### src/rtl/rtc_reg_arb.sv
// Two-port round-robin arbiter in front of the RTC register slave.
// It holds a lock for atomic register pairs and completes an access with an error if the slave never acks.
module rtc_reg_arb #(
  parameter int          TIMEOUT  = 16,
  parameter logic [31:0] ERR_DATA = 32'hDEAD_DEAD
) (
  input  logic        rtc_clk,
  input  logic        rst,
  input  logic        m0_cs,
  input  logic [4:0]  m0_addr,
  input  logic [31:0] m0_wdata,
  input  logic [3:0]  m0_be,
  input  logic        m0_wr,
  input  logic        m0_lock,
  output logic [31:0] m0_rdata,
  output logic        m0_ack,
  output logic        m0_err,
  input  logic        m1_cs,
  input  logic [4:0]  m1_addr,
  input  logic [31:0] m1_wdata,
  input  logic [3:0]  m1_be,
  input  logic        m1_wr,
  input  logic        m1_lock,
  output logic [31:0] m1_rdata,
  output logic        m1_ack,
  output logic        m1_err,
  output logic        reg_cs,
  output logic [4:0]  reg_addr,
  output logic [31:0] reg_wdata,
  output logic [3:0]  reg_be,
  output logic        reg_wr,
  input  logic [31:0] reg_rdata,
  input  logic        reg_ack
);

  localparam int            CW       = $clog2(TIMEOUT) + 1;
  localparam logic [CW-1:0] CNT_LAST = CW'(TIMEOUT - 1);
  localparam logic [CW-1:0] CNT_MAX  = {CW{1'b1}};
  localparam logic [CW-1:0] CNT_ONE  = CW'(1);

  typedef enum logic [1:0] {
    ST_IDLE   = 2'd0,
    ST_ACCESS = 2'd1,
    ST_RESP   = 2'd2,
    ST_LOCKED = 2'd3
  } state_t;

  state_t        state_r;
  state_t        state_nxt_s;
  logic          owner_r;
  logic          last_ptr_r;
  logic          lock_r;
  logic          abandon_r;
  logic [CW-1:0] cnt_r;

  logic          owner_cs_s;
  logic          cnt_last_s;
  logic          grant_s;
  logic          sel_s;
  logic          finish_s;
  logic          tmo_s;
  logic          release_s;
  logic          deliver_s;
  logic [4:0]    sel_addr_s;
  logic [31:0]   sel_wdata_s;
  logic [3:0]    sel_be_s;
  logic          sel_wr_s;
  logic          sel_lock_s;
  logic [31:0]   rsp_data_s;

  // State register.
  always_ff @(posedge rtc_clk) begin
    if (rst) begin
      state_r <= ST_IDLE;
    end else begin
      state_r <= state_nxt_s;
    end
  end

  // Next-state decode.
  always_comb begin
    state_nxt_s = state_r;
    case (state_r)
      ST_IDLE: begin
        if (grant_s) state_nxt_s = ST_ACCESS;
        else         state_nxt_s = ST_IDLE;
      end
      ST_ACCESS: begin
        if (finish_s) state_nxt_s = ST_RESP;
        else          state_nxt_s = ST_ACCESS;
      end
      ST_RESP: begin
        if (lock_r) state_nxt_s = ST_LOCKED;
        else        state_nxt_s = ST_IDLE;
      end
      ST_LOCKED: begin
        if (grant_s)        state_nxt_s = ST_ACCESS;
        else if (release_s) state_nxt_s = ST_IDLE;
        else                state_nxt_s = ST_LOCKED;
      end
      default: state_nxt_s = ST_IDLE;
    endcase
  end

  // Grant, completion and response decode feeding the registered outputs.
  always_comb begin
    owner_cs_s = owner_r ? m1_cs : m0_cs;
    cnt_last_s = (cnt_r == CNT_LAST);
    grant_s    = 1'b0;
    sel_s      = 1'b0;
    finish_s   = 1'b0;
    tmo_s      = 1'b0;
    release_s  = 1'b0;
    case (state_r)
      ST_IDLE: begin
        grant_s = m0_cs | m1_cs;
        // On a tie the port that did not win last time goes first.
        if (m0_cs && m1_cs) sel_s = ~last_ptr_r;
        else                sel_s = m1_cs;
      end
      ST_ACCESS: begin
        // A slave ack on the expiry cycle still wins over the timeout.
        finish_s = reg_ack | cnt_last_s;
        tmo_s    = ~reg_ack & cnt_last_s;
      end
      ST_RESP: begin
        grant_s = 1'b0;
      end
      ST_LOCKED: begin
        grant_s   = owner_cs_s;
        sel_s     = owner_r;
        release_s = ~owner_cs_s & cnt_last_s;
      end
      default: begin
        grant_s = 1'b0;
      end
    endcase

    if (sel_s) begin
      sel_addr_s  = m1_addr;
      sel_wdata_s = m1_wdata;
      sel_be_s    = m1_be;
      sel_wr_s    = m1_wr;
      sel_lock_s  = m1_lock;
    end else begin
      sel_addr_s  = m0_addr;
      sel_wdata_s = m0_wdata;
      sel_be_s    = m0_be;
      sel_wr_s    = m0_wr;
      sel_lock_s  = m0_lock;
    end

    deliver_s = finish_s & owner_cs_s & ~abandon_r;

    if (tmo_s)       rsp_data_s = ERR_DATA;
    else if (reg_wr) rsp_data_s = 32'h0000_0000;
    else             rsp_data_s = reg_rdata;
  end

  // Slave-side request registers, response registers and timeout/idle counter.
  always_ff @(posedge rtc_clk) begin
    if (rst) begin
      reg_cs     <= 1'b0;
      reg_addr   <= 5'h00;
      reg_wdata  <= 32'h0000_0000;
      reg_be     <= 4'h0;
      reg_wr     <= 1'b0;
      m0_ack     <= 1'b0;
      m0_err     <= 1'b0;
      m0_rdata   <= 32'h0000_0000;
      m1_ack     <= 1'b0;
      m1_err     <= 1'b0;
      m1_rdata   <= 32'h0000_0000;
      owner_r    <= 1'b0;
      last_ptr_r <= 1'b1;
      lock_r     <= 1'b0;
      abandon_r  <= 1'b0;
      cnt_r      <= {CW{1'b0}};
    end else begin
      m0_ack <= 1'b0;
      m0_err <= 1'b0;
      m1_ack <= 1'b0;
      m1_err <= 1'b0;
      if (grant_s) begin
        reg_cs    <= 1'b1;
        reg_addr  <= sel_addr_s;
        reg_wdata <= sel_wdata_s;
        reg_be    <= sel_be_s;
        reg_wr    <= sel_wr_s;
        owner_r   <= sel_s;
        lock_r    <= sel_lock_s;
        abandon_r <= 1'b0;
        cnt_r     <= {CW{1'b0}};
        if (state_r == ST_IDLE) last_ptr_r <= sel_s;
      end else if (finish_s) begin
        reg_cs <= 1'b0;
        if (deliver_s && owner_r) begin
          m1_ack   <= 1'b1;
          m1_err   <= tmo_s;
          m1_rdata <= rsp_data_s;
        end else if (deliver_s) begin
          m0_ack   <= 1'b1;
          m0_err   <= tmo_s;
          m0_rdata <= rsp_data_s;
        end
      end else if (state_r == ST_ACCESS || state_r == ST_LOCKED) begin
        if (cnt_r != CNT_MAX) cnt_r <= cnt_r + CNT_ONE;
        // An owner that drops cs mid-access loses its ack.
        if (state_r == ST_ACCESS && !owner_cs_s) abandon_r <= 1'b1;
      end else if (state_r == ST_RESP) begin
        cnt_r <= {CW{1'b0}};
      end
    end
  end

endmodule

### config.mk
export PLATFORM = sky130hd
export DESIGN_NAME = rtc_reg_arb
export DESIGN_NICKNAME = d
export VERILOG_FILES = /design/src/rtl/rtc_reg_arb.sv
export SDC_FILE = /design/constraint.sdc
export NUM_CORES = 1
export LEC_CHECK = 0
export BUFFER_PORTS_ARGS = -buffer_cell sky130_fd_sc_hd__buf_2
export CORE_ASPECT_RATIO = 2
export CORE_UTILIZATION = 45
export CTS_BUF_LIST = sky130_fd_sc_hd__clkbuf_2 sky130_fd_sc_hd__clkbuf_4 sky130_fd_sc_hd__clkbuf_8
export DETAILED_ROUTE_END_ITERATION = 10
export HOLD_SLACK_MARGIN = 0.03
export PLACE_DENSITY = 0.81
export SLEW_MARGIN = 25
export SYNTH_ARGS = -nofsm -noshare
export SYNTH_HDL_FRONTEND = slang
export SYNTH_SLANG_ARGS = --single-unit
### constraint.sdc
create_clock -name rtc_clk -period 2.4 [get_ports rtc_clk]
set_clock_uncertainty 0.15 [all_clocks]
set_input_delay 0.48 -clock rtc_clk [delete_from_list [all_inputs] [get_ports rtc_clk]]
set_output_delay 0.48 -clock rtc_clk [all_outputs]
set_load 0.005 [all_outputs]
Word level (Yosys, flattened, before mapping)
Cells that the tools add are included.
Widths: inputs -> output; s select.
{ "op_classes": {"n_bitwise": 14, "n_reduce_logical": 18, "eq_ne": 6, "add_sub_neg": 1, "mux": 27} }
{ "ops": {"columns": ["operator", "n"], "rows": [
  ["$mux 32", 3],
  ["$mux 5", 4],
  ["$mux 1", 12],
  ["$reduce_and 3->1", 3],
  ["$mux 2", 4],
  ["$not 1->1", 8],
  ["$pmux 2 s4", 1],
  ["$reduce_or 4->1", 2],
  ["$add 5x1->5 const B", 1],
  ["$eq 5x4->1 const B", 1],
  ["$ne 5x5->1 const B", 1],
  ["$reduce_or 5->1", 1],
  ["$and 1x1->1", 4],
  ["$eq 2x2->1 const B", 2],
  ["$mux 4", 1],
  ["$pmux 1 s2", 2],
  ["$reduce_and 4->1", 1],
  ["$reduce_bool 2->1", 2],
  ["$logic_and 1x1->1", 3],
  ["$reduce_or 3->1", 1],
  ["$eq 2x1->1 const B", 1],
  ["$logic_not 2->1", 1],
  ["$ne 2x1->1 const B", 1],
  ["$or 1x1->1", 2],
  ["other kinds (4)", 4]
]} }
{ "totals": {"inputBits": 123, "word_cells": 83, "register_bits": 122} }

Depth between registers and ports, before layout
{ "depth": {"word_depth": 8, "depth_mapped": 9} }

Worst setup path after synthesis
OpenSTA, ideal clock, no wires.
{ "synth_path": {"path_kind": "register to register", "startpoint": "reg cnt_r[0]", "endpoint": "reg m0_rdata[13]", "slack_ps": 148, "n_path_buf": 2, "stages_incl_launch_ff": 10, "arrival_time_ps": 2030, "period_less_slack_ps": 2252, "required_ps": 2178, "setup_ps": 72, "cell_sequence": "dfxtp_1 ha_1 and3_1 ha_1 o21ai_1 nor4b_2 and2_1 buf_6 buf_6 mux2i_1"} }
{ "synth_via": {"elab_chain_len": 8, "elab_cells_between_ends": 11, "classes_between": "1 x eq/ne; 3 x mux; 5 x bitwise; 2 x reduce/logical"} }
{ "synth_rtl": {"columns": ["item", "line", "source"], "rows": [
  ["start, declared", "54", "logic [CW-1:0] cnt_r;"],
  ["start signal, assigned", "178", "cnt_r <= {CW{1'b0}};"],
  ["start signal, assigned", "193", "cnt_r <= {CW{1'b0}};"],
  ["start signal, assigned", "207", "if (cnt_r != CNT_MAX) cnt_r <= cnt_r + CNT_ONE;"],
  ["$eq 5x4->1 (*)", "108", "cnt_last_s = (cnt_r == CNT_LAST);"],
  ["$or 1x1->1", "123", "finish_s = reg_ack | cnt_last_s;"],
  ["$mux 1", "114", "case (state_r)"],
  ["$and 1x1->1 (2 in a row)", "153", "deliver_s = finish_s & owner_cs_s & ~abandon_r;"],
  ["$logic_and 1x1->1", "197", "if (deliver_s && owner_r) begin"],
  ["$not 1->1 (no line)", null, null],
  ["$reduce_and 4->1 (no line)", null, null],
  ["end signal, assigned", "204", "m0_rdata <= rsp_data_s;"],
  ["end, declared", "15", "output logic [31:0] m0_rdata,"]
]} }
Mark *: on every way between the ends. The rest lies on a longest branch, timed or not.
A chain may end at the register's enable or synchronous reset.

Final worst setup path
{ "layout_path": {"startpoint": "reg cnt_r[1]", "endpoint": "reg m0_rdata[17]"} }
Same word-level chain as after synthesis.

==> impl_metrics.py <==
metrics = {
    "global_routing": {
        "grt_pass1_wl_mm": 23.76,
        "grt_overflow": 0,
        "grt_pass1_vias": 5021,
        "grtUsageTotal": 0.2449,
        "grt_max_degree": 46,
        "antenna_found_initial": 0,
    },
    "routing": {
        "dr.pass1.iters": 5,
        "drt_iter0_drc": 228,
        "viasPerCell": 5.502,
        "final_antenna_net_count": 0,
        "vias": 5315,
        "avgRoutedWirePerCell_um": 16.45,
        "drcViolationCount": 0,
        "wl_mm": 15.89,
    },
    "critical_path": {
        "slowest_stage": "dfxtp_4",
        "end_kind": "register",
        "crit_top_cell": "ha_4",
        "max_stage_delay_ns": 0.37,
        "cp_data_required_time_ns": 2.62,
        "ff2ff_path_depth": 9,
        "r2r_end": "m0_rdata[17]",
        "critPathMaxFanout": 8,
        "crit_family": "simple AND/OR/NAND/NOR gates",
        "crit_type": "reg2reg",
        "worst_ep_arrival_time_ns": 2.54,
        "r2r_start": "cnt_r[1]",
        "regToRegSetupSlack_ns": 0.08,
        "startpoint_type": "register",
        "path_buf_inv": 2,
        "crit_chain": "ha_4 -> and3_4 -> ha_4 -> o21ai_2 -> buf_4 -> nor4b_4 -> and2_4 -> clkbuf_16 -> mux2i_1",
    },
    "finish": {
        "layout_commonest_cell": "buf_2",
        "final_cell_mix": "233 x buf_2, 120 x dfxtp_1, 84 x nand2_1, 70 x a21oi_1, 48 x inv_1",
        "syn2layout_area_growth_pct": 33.85,
        "nFillCells": 1028,
        "nets": 939,
        "drive_gt1_frac": 0.4044,
        "antenna_cells": 0,
    },
    "worst_hold_path": {
        "holdCritStartpoint": "reg_rdata[17]",
        "hold_path_end": "m1_rdata[17]",
        "hold_path_class": "in2reg",
        "min_path_cells": 3,
    },
    "yosys": {
        "syn-instance-count": 590,
        "ys_async_sr_fraction": 0,
        "yosys.cell_types.count": 44,
        "seq_area_frac_synth": 0.4495,
        "synth_edf_count": 0,
        "synth_top_cell_area_share": 0.4495,
        "ys_ff_latch": 122,
        "syn_avg_cell_area_um2": 9.210,
        "synth_top_area_cell": "dfxtp_1",
        "synth_area_leaders": "dfxtp_1 45%, a22o_1 6.9%, o32ai_1 6.9%, a21oi_1 6.4%, nand2_1 5.8%",
        "syn_nets": 721,
        "synth_area_um2": 5434,
        "synthFlopType": "dfxtp_1",
        "yosys_warnings": 0,
    },
    "floorplanning": {
        "fp.dieW_um": 79.70,
        "die_y_um": 157.4,
        "die_area_um2": 12550,
        "coreArea_um2": 11770,
        "io_pins": 234,
        "initial_core_util": 0.4616,
        "row_count": 56,
    },
    "clocking": {
        "cts.path.max_buffers": 2,
        "cts_tree": "yes",
        "worstSkewPairLatency_ns": 0.43,
        "cts_made_buffers": 17,
        "clockRootBuffer": "clkbuf_8",
        "ctsHtreeMaxLevel": 4,
        "postCtsHoldBufs": 0,
        "clock_sinks": 122,
        "clk_pin_slew_ns": 0.08,
    },
    "place": {
        "dp_hpwl_mm": 10.56,
        "io_buffers": 233,
        "gp_congestion": 0.8157,
    },
    "timing": {
        "slew_headroom": 0.5356,
        "period_minus_slack_ns": 2.320,
        "hold_viol_final": 0,
        "worst_pin_slew_ns": 0.6928,
        "drv_slew": 0,
        "setup_viol": 0,
        "period_share": 0.9666,
        "setup_tns_ns": 0,
        "rsz0062_at_grt": "no",
        "clock.fmax_mhz": 431.1,
        "whs_ns": 0.1610,
    },
    "pwr": {
        "vdd_drop_max_mv": 0.4911,
        "power_leakage_nw": 3.495,
        "powerDensity_nw_per_um2": 770.1,
        "power_mw": 5.601,
    },
    "job": {
        "max_cap_viol_count": 0,
    },
    "status": {
        "status": "complete, no violations",
    },
}
[Yosys cell counts (all sizes together) (2+ instances only)]
cell and instances:
a211oi 44, ha 8, and3 3, a22o 43, clkbuf 30, nor3 3
and2 4, o32ai 43, dfxtp 122, nand3b 2, buf 30, nor3b 2
nor2 6, inv 48, nand2 85, mux2i 23, nor4b 2, o21ai 4
mux2 2, a21oi 70
[flip-flops by register name (all words and copies together), names as in the netlist]
register and flops:
m1_rdata 32, m0_err 1, reg_cs 1, lock_r 1, state_r 2, reg_be 4, m0_rdata 32, reg_wr 1
m1_ack 1, m1_err 1, m0_ack 1, cnt_r 5, reg_wdata 32, last_ptr_r 1, abandon_r 1, owner_r 1
reg_addr 5
[timing repair]
item	CTS	global route
endpoints found under the hold margin	0	0
gates resized for setup	9	10
cloned	2	2
setup buffers	0	3
setup endpoints to repair	62	97
pin swaps	1	4
[per-layer routing]
metal / share of wire / vias up / routed length, µm / global-route usage
met5: 0 / - / 0 / 0
met4: 0.029 / 0 / 460 / 0.1143
met3: 0.050 / 36 / 791 / 0.05565
met2: 0.55 / 237 / 8730 / 0.4489
met1: 0.37 / 2476 / 5904 / 0.2567
li1: - / 2566 / - / -
[worst max path at each step]
stage | start | end | cells past startpoint
after floorplan | cnt_r[0] | m0_rdata[13] | 9
after global placement | state_r[0] | reg_wdata[3] | 8
after detailed placement | state_r[0] | reg_wdata[13] | 6
after CTS | cnt_r[0] | m0_rdata[9] | 9
after global routing | cnt_r[1] | m0_rdata[8] | 9
final | cnt_r[1] | m0_rdata[17] | 9
[power breakdown]
part           internal (mW)  switching [mW]
combinational          0.583           0.777
clock                   1.08           0.827
sequential              2.22           0.115
[tightest hold or removal path, cell delays in order]
cell     delay, ns
buf_2         0.10
nand2_1       0.06
mux2i_1       0.06
[logic make-up after synthesis]
kind of cell | count (synthesis) | share of synthesized area
AO/OA/AOI/OAI | 212 | 0.2982
flip-flops | 122 | 0.4495
AND/OR/NAND/NOR | 115 | 0.09740
buffers and inverters | 108 | 0.09003
multiplexers | 25 | 0.04651
adder cells (fa/ha/maj) | 8 | 0.01842
[layout make-up]
cell class / count / area [µm²] / share of cell area
well taps: 145 / 181.4 / 0.02494
inverters: 48 / 180.2 / 0.02477
multi-input cells: 361 / 2590 / 0.3561
clock buffers: 23 / 310.3 / 0.04266
clock inverters: 9 / 111.4 / 0.01531
flip-flops and latches: 122 / 2447 / 0.3365
repair buffers: 258 / 1453 / 0.1997
[metrics by stage]
step	cells	setup WS, ns	util	area [µm²]
floorplan	590	0.1482	-	5434
global route	966	0.01794	0.6179	7273
finish	966	0.08018	0.6179	7273
detailed placement	927	-0.06411	0.5686	6693
global placement	927	0.02169	0.5686	6693
CTS	961	0.01279	0.6096	7176
Power figures use the tool's default switching activity.
